$ cat src/rtl/regfile_mp_sb.sv
// regfile_mp_sb: NUM_RD-read / 1-write register file with write-through bypass,
// per-port forwarding and an in-flight scoreboard. Optional debug port: RF_DBG_PORT_EN.
module regfile_mp_sb #(
    parameter int DW       = 32,
    parameter int AW       = 5,
    parameter int NUM_RD   = 2,
    parameter int ZERO_REG = 1,
    parameter int CNT_W    = 2
) (
    input  logic                 clk,
    input  logic                 rst_n,
    input  logic [NUM_RD*AW-1:0] rd_addr,
    input  logic [NUM_RD-1:0]    fwd_vld,
    input  logic [NUM_RD*DW-1:0] fwd_data,
    output logic [NUM_RD*DW-1:0] rd_data,
    output logic [NUM_RD-1:0]    rd_busy,
    input  logic                 we,
    input  logic [AW-1:0]        waddr,
    input  logic [DW-1:0]        wdata,
    input  logic                 iss_vld,
    input  logic [AW-1:0]        iss_rd,
    output logic                 sb_err
`ifdef RF_DBG_PORT_EN
    ,
    input  logic [AW-1:0]        dbg_addr,
    output logic [DW-1:0]        dbg_data,
    output logic [CNT_W-1:0]     dbg_cnt
`endif
);

    localparam int DEPTH = 2**AW;

    logic [DW-1:0]    regs [DEPTH];
    logic [CNT_W-1:0] cnt  [DEPTH];

    logic wr_ok;
    logic iss_ok;
    logic same_reg;
    logic ovf;
    logic udf;

    // Writes to a hardwired zero register neither store nor retire a producer.
    always_comb begin
        wr_ok    = we && !((ZERO_REG != 0) && (waddr == '0));
        iss_ok   = iss_vld && !((ZERO_REG != 0) && (iss_rd == '0));
        same_reg = wr_ok && iss_ok && (waddr == iss_rd);
        ovf      = iss_ok && !same_reg && (cnt[iss_rd] == '1);
        udf      = wr_ok && !same_reg && (cnt[waddr] == '0);
    end

    always_ff @(posedge clk or negedge rst_n) begin
        if (!rst_n) begin
            for (int unsigned r = 0; r < DEPTH; r++) begin
                regs[r] <= '0;
                cnt[r]  <= '0;
            end
            sb_err <= 1'b0;
        end else begin
            if (wr_ok) begin
                regs[waddr] <= wdata;
            end
            // same_reg excluded, so the two counter updates never hit one entry.
            if (iss_ok && !same_reg && !ovf) begin
                cnt[iss_rd] <= cnt[iss_rd] + 1'b1;
            end
            if (wr_ok && !same_reg && !udf) begin
                cnt[waddr] <= cnt[waddr] - 1'b1;
            end
            if (ovf || udf) begin
                sb_err <= 1'b1;
            end
        end
    end

    for (genvar i = 0; i < NUM_RD; i++) begin : g_rd
        logic [AW-1:0] addr;
        logic          zero;
        logic          hit_w;
        logic          last_w;

        assign addr   = rd_addr[i*AW +: AW];
        assign zero   = (ZERO_REG != 0) && (addr == '0);
        assign hit_w  = we && (waddr == addr);
        assign last_w = hit_w && (cnt[addr] == CNT_W'(1));

        assign rd_data[i*DW +: DW] = zero       ? '0 :
                                     fwd_vld[i] ? fwd_data[i*DW +: DW] :
                                     hit_w      ? wdata :
                                                  regs[addr];

        assign rd_busy[i] = !zero && !fwd_vld[i] && (cnt[addr] != '0) && !last_w;
    end

`ifdef RF_DBG_PORT_EN
    always_ff @(posedge clk or negedge rst_n) begin
        if (!rst_n) begin
            dbg_data <= '0;
            dbg_cnt  <= '0;
        end else begin
            dbg_data <= regs[dbg_addr];
            dbg_cnt  <= cnt[dbg_addr];
        end
    end
`endif

endmodule

$ cat config.mk
export PLATFORM = sky130hd
export DESIGN_NAME = regfile_mp_sb
export DESIGN_NICKNAME = d
export VERILOG_FILES = /design/src/rtl/regfile_mp_sb.sv
export SDC_FILE = /design/constraint.sdc
export NUM_CORES = 2
export LEC_CHECK = 0
export ABC_CLOCK_PERIOD_IN_PS = 3500
export CAP_MARGIN = 25
export CORE_AREA = 5 5 319 321
export DETAILED_ROUTE_END_ITERATION = 16
export DIE_AREA = 0 0 324 326
export PLACE_DENSITY = 0.81
export SLEW_MARGIN = 25
export SYNTH_ARGS = -nofsm -noshare
export SYNTH_HDL_FRONTEND = slang
export SYNTH_SLANG_ARGS = --single-unit
export TNS_END_PERCENT = 50
$ cat constraint.sdc
create_clock -name clk -period 3.5 [get_ports clk]
set_input_delay 0.525 -clock clk [delete_from_list [all_inputs] [get_ports clk]]
set_output_delay 0.525 -clock clk [all_outputs]
set_load 0.1 [all_outputs]
Word level (Yosys, flattened, before mapping) --
Cells that the tools add are included.
Storage, ports and cells: flip-flop bits (word level) 1089, output and inout port bits 67, logic and storage cells 159
Operators by class: $add $sub $neg 2, order comparisons 6, eq/ne operators 6, multiplexer cells 35, bitwise gates (word level) 4, reductions and logical operators 41
Operator list (count):
- 1024-bit bitwise mux | 1
- 32-bit two-way mux | 11
- 32-bit binary-select mux with 5-bit select | 2
- 32-bit demux with 5-bit select | 1
- 64-bit bitwise mux | 2
- 64-bit two-way mux | 2
- 2-bit binary-select mux with 5-bit select | 4
- 6-bit greater-or-equal comparator (second input constant) | 4
- 5-bit NOT with 6-bit output | 4
- 1-bit logical AND | 22
- 2-bit demux with 5-bit select | 2
- 5-bit zero test | 4
- 2-bit two-way mux | 10
- 5-bit equality test | 3
- 6-bit by 1-bit < comparator with 1-bit output (second input constant) | 2
- 1-bit zero test | 11
- 2-bit by 1-bit equality test with 1-bit output (second input constant) | 2
- 2-bit nonzero test | 2
- 2-bit by 1-bit adder with 2-bit output (second input constant) | 1
- 2-bit equality test (second input constant) | 1
- 2-bit zero test | 1
- 2-bit by 1-bit subtractor with 2-bit output (second input constant) | 1
- 1-bit logical OR | 1

Longest topological paths before layout --
word-level depth 13, gate-level depth with buffers 15, gate-level depth less buffers 11

Worst setup path after synthesis --
OpenSTA, ideal clock, no wires.
path kind input-to-output, start input port rd_addr[1], end output port rd_busy[0], arrival 4.762 ns, setup slack -1.787 ns, stages on the path 8, path through buf_2 -> or3b_1 -> buf_2 -> clkbuf_1 -> o22ai_1 -> a211o_1 -> a21oi_1 -> o41ai_1
Between the ends: cells in the longest elaborated chain, start to end 8
RTL lines:
- start: declaration | line 12 | input logic [NUM_RD*AW-1:0] rd_addr,
- 5-bit NOT with 6-bit output (implied by the code) | line 84, 91
- 2-bit binary-select mux with 5-bit select | line 84, 91
- 2-bit two-way mux (implied by the code) (2 in a row) | line 84, 91
- 2-bit by 1-bit equality test with 1-bit output | line 84 | assign last_w = hit_w && (cnt[addr] == CNT_W'(1));
- 1-bit logical AND | line 84
- 1-bit zero test | line 91 | assign rd_busy[i] = !zero && !fwd_vld[i] && (cnt[addr] != '0) && !last_w;
- 1-bit logical AND * | line 91
- end: declaration | line 16 | output logic [NUM_RD-1:0] rd_busy,
Every way passes the cells marked *; elsewhere a longest branch is shown, timed or not. The select of a mux whose other input is x is not followed.

Worst setup path in the final report --
start input port rd_addr[8], end output port rd_data[33]
Between the ends: cells in the longest elaborated chain, start to end 7
RTL lines:
- 5-bit NOT with 6-bit output (implied by the code) | line 89 | regs[addr];
- 32-bit binary-select mux with 5-bit select | line 89
- 32-bit two-way mux (implied by the code) (2 in a row) | line 89
- 32-bit two-way mux | line 88 | hit_w ? wdata :
- 32-bit two-way mux | line 87 | fwd_vld[i] ? fwd_data[i*DW +: DW] :
- 32-bit two-way mux * | line 86 | assign rd_data[i*DW +: DW] = zero ? '0 :
- end: declaration | line 15 | output logic [NUM_RD*DW-1:0] rd_data,
Marks and branches as above.

==> results.yml <==
status:
  status: "complete, but fails checks"
  violations: "setup timing"
synthesis:
  synthDominantCellAreaShare: 0.442
  synthDistinctLibCells: 73
  synthTopCellsByCount: "1089 x dfrtp_1, 1060 x mux2_2, 621 x mux2i_1, 324 x mux4_2, 271 x clkbuf_1"
  synth_enable_flop_cells: 0
  synthCells: 4644
  async_flop_share: 1.00
  syn_area_mm2: 0.0617
  synth.most_common_cell: "dfrtp_1"
  synthFlopType: "dfrtp_1"
  synthesis.nets: 4768
  yosysWarnings: 0
  yosysSeqAreaShare: 0.442
  ys_top_cells_by_area: "dfrtp_1 44%, mux2_2 19%, mux4_2 12%"
  syn_area_per_cell_um2: 13.3
  synth_top_area_cell: "dfrtp_1"
  synth-seq-cells: 1089
critical_path:
  worstSetupStartpoint: "rd_addr[8]"
  crit_fanout: 9
  timing_worst_setup_path_type: "in -> out"
  arrival_ns: 3.01
  cp.required_ns: 2.97
  start_kind: "input port"
  r2r_start: "cnt[40]$_DFF_PN0_"
  worstSetupEndpointType: "output pin"
sta:
  final_hold_viol_count: 0
  setup_slack_ns: -0.0383
  fin_tns_setup_ns: -0.0563
  rsz0062_at_grt: "yes"
  worstMarginPinSlew_ns: 0.991
  setup_viol: 2
  max_slew_margin: 0.338
  max_freq_ghz: 0.283
  finClkSkew_ns: 0.0264
  maxSlewViolCount: 0
  post-route-period-util: 1.01
  min_period_ns: 3.54
detailed_routing:
  drc: 0
  via_count: 47400
  ant_nets: 0
  wirelength_mm: 219
  drtIter0Drc: 6316
  wire_per_inst_um: 34.4
  vias_per_cell: 7.46
  firstDrtPassIters: 8
pwr:
  irDropWorstVdd_mv: 0.425
  powerDensity_mw_per_mm2: 566
  total_power_mw: 41.9
  power_leakage_nw: 32.7
global_routing:
  gr-total-overflow: 0
  track_usage: 0.410
  grt_pass1_vias: 49300
  grt_pass1_wl_mm: 323
  grt_max_degree: 114
  antenna_found_initial: 5
clock_network:
  htreeDepth: 3
  clock-sinks: 1089
  clk_latency_ns: 0.71
  clk_path_buf_depth: 3
  cts_root_buf: "clkbuf_16"
  cts_buffers: 114
  cts_tree: "yes"
  clk_pin_slew_ns: 0.06
cells_and_area:
  drive_above_1_share: 0.460
  areaGrowthSynthToFinish_pct: 20.0
  design_area_mm2: 0.0740
  final_nets: 5082
  multi_input_area_mm2: 0.0331
  n_fill_cell: 5858
  ff_latch_area_mm2: 0.0273
placed_design:
  post_dp_cell_area_mm2: 0.0692
  port_buffers: 188
  dp.final_hpwl_mm: 136
  place_ws_ns: -0.411
  place_congestion: 0.979
flow_run:
  cap_violations: 0
floorplanning:
  row_count: 116
  io-pin-count: 189
  start_util: 0.623
  fp.dieH_um: 326
  dieArea_mm2: 0.106
  core_mm2: 0.0990
  die_w_um: 324
hold_path:
  hold_class: "in -> async"
## final timing paths
| check | cells past startpoint | slack [ns] | endpoint |
|---|---|---|---|
| max in group asynchronous | 3 | 1.99 | regs[766]$_DFFE_PN0P_ |
| max | 12 | -0.04 | rd_data[33] |
| min in group clk | 0 | 0.40 | regs[1018]$_DFFE_PN0P_ |
| min reg2reg | 0 | 0.40 | regs[1018]$_DFFE_PN0P_ |
| min | 2 | 0.35 | regs[931]$_DFFE_PN0P_ |
| max reg2reg | 11 | 0.43 | cnt[4]$_DFF_PN0_ |
## kinds of logic after synthesis
family / synth area share
buf+inv: 0.0404
xor+xnor: 0.00213
flops: 0.442
mux: 0.414
fa+ha+maj: 0.000406
compound gates: 0.0608
simple gates: 0.0403
## power breakdown
group	leakage, nW	switching (mW)	internal (mW)
Sequential	13.9	2.57	15.2
Clock	1.97	5.37	7.52
Combinational	16.8	5.32	5.89
Total	32.7	13.3	28.6
## routing by layer
layer / vias up / track usage / routed length [µm]
met5: - / 0 / 28
met4: 4 / 0.258 / 16400
met3: 1029 / 0.133 / 27600
met2: 3604 / 0.603 / 97500
met1: 24300 / 0.527 / 77200
li1: 18400 / - / -
## state kept, by name (all words and copies together) (netlist names)
name,cells
regs,1024
sb_err,1
cnt,64
## stage by stage
| stage | hold WS (ns) | instances | utilization |
|---|---|---|---|
| final | 0.348 | 6353 | 0.747 |
| after global routing | 0.373 | 6350 | 0.747 |
| after CTS | 0.328 | 6341 | 0.744 |
| after detailed placement | 0.388 | 6120 | 0.700 |
| after global placement | 0.382 | 6120 | 0.700 |
| after floorplan | 0.229 | 4644 | - |
## placed cells by master (no fill, tap or decap), types with 9 or more instances in the layout
cell type and instances:
a221oi_1 40, clkbuf_8 30, buf_12 166, a21oi_1 46
nor2b_1 12, mux2i_1 621, xor2_1 11, o32ai_4 21
a211oi_1 20, o21ai_0 24, clkbuf_1 21, a221oi_2 10
nor3b_1 22, nor2_1 45, nand4_1 25, o221ai_1 67
dfrtp_1 1089, nor3_2 12, o21ai_1 9, clkinv_2 23
mux2_2 1054, a211o_1 12, clkbuf_16 119, bufinv_16 12
clkdlybuf4s50_1 106, mux4_2 324, a22oi_1 141, buf_4 413
o22ai_1 69, nor2_4 29, nand3_1 92, nand2_1 172
## critical path, cell delays in order
cell             delay (ns)
clkdlybuf4s15_2        0.36
buf_4                  0.25
nand4b_1               0.23
buf_12                 0.19
buf_4                  0.14
o22ai_1                0.09
a211oi_1               0.29
nand3_1                0.21
o221ai_4               0.26
buf_4                  0.18
nand2_1                0.08
buf_12                 0.17
## what timing repair did
action                     in CTS  in global routing
buffers inserted               13                  4
hold endpoints to repair       32                  0
setup endpoints to repair      66                 38
pin swaps                      11                 13
hold buffers                    1                  0
gates cloned                    1                  4
resized for setup              55                 30
## layout make-up
| class | instances | share of cell area |
|---|---|---|
| Multi-Input combinational cell | 3031 | 0.447 |
| Sequential cell | 1089 | 0.368 |
| Timing Repair Buffer | 716 | 0.108 |
| Clock buffer | 164 | 0.0452 |
| Tap cell | 1298 | 0.0220 |
| Clock inverter | 44 | 0.00868 |
| Inverter | 6 | 0.000304 |
| Antenna cell | 5 | 0.000169 |
(Power assumes the default switching activity.)
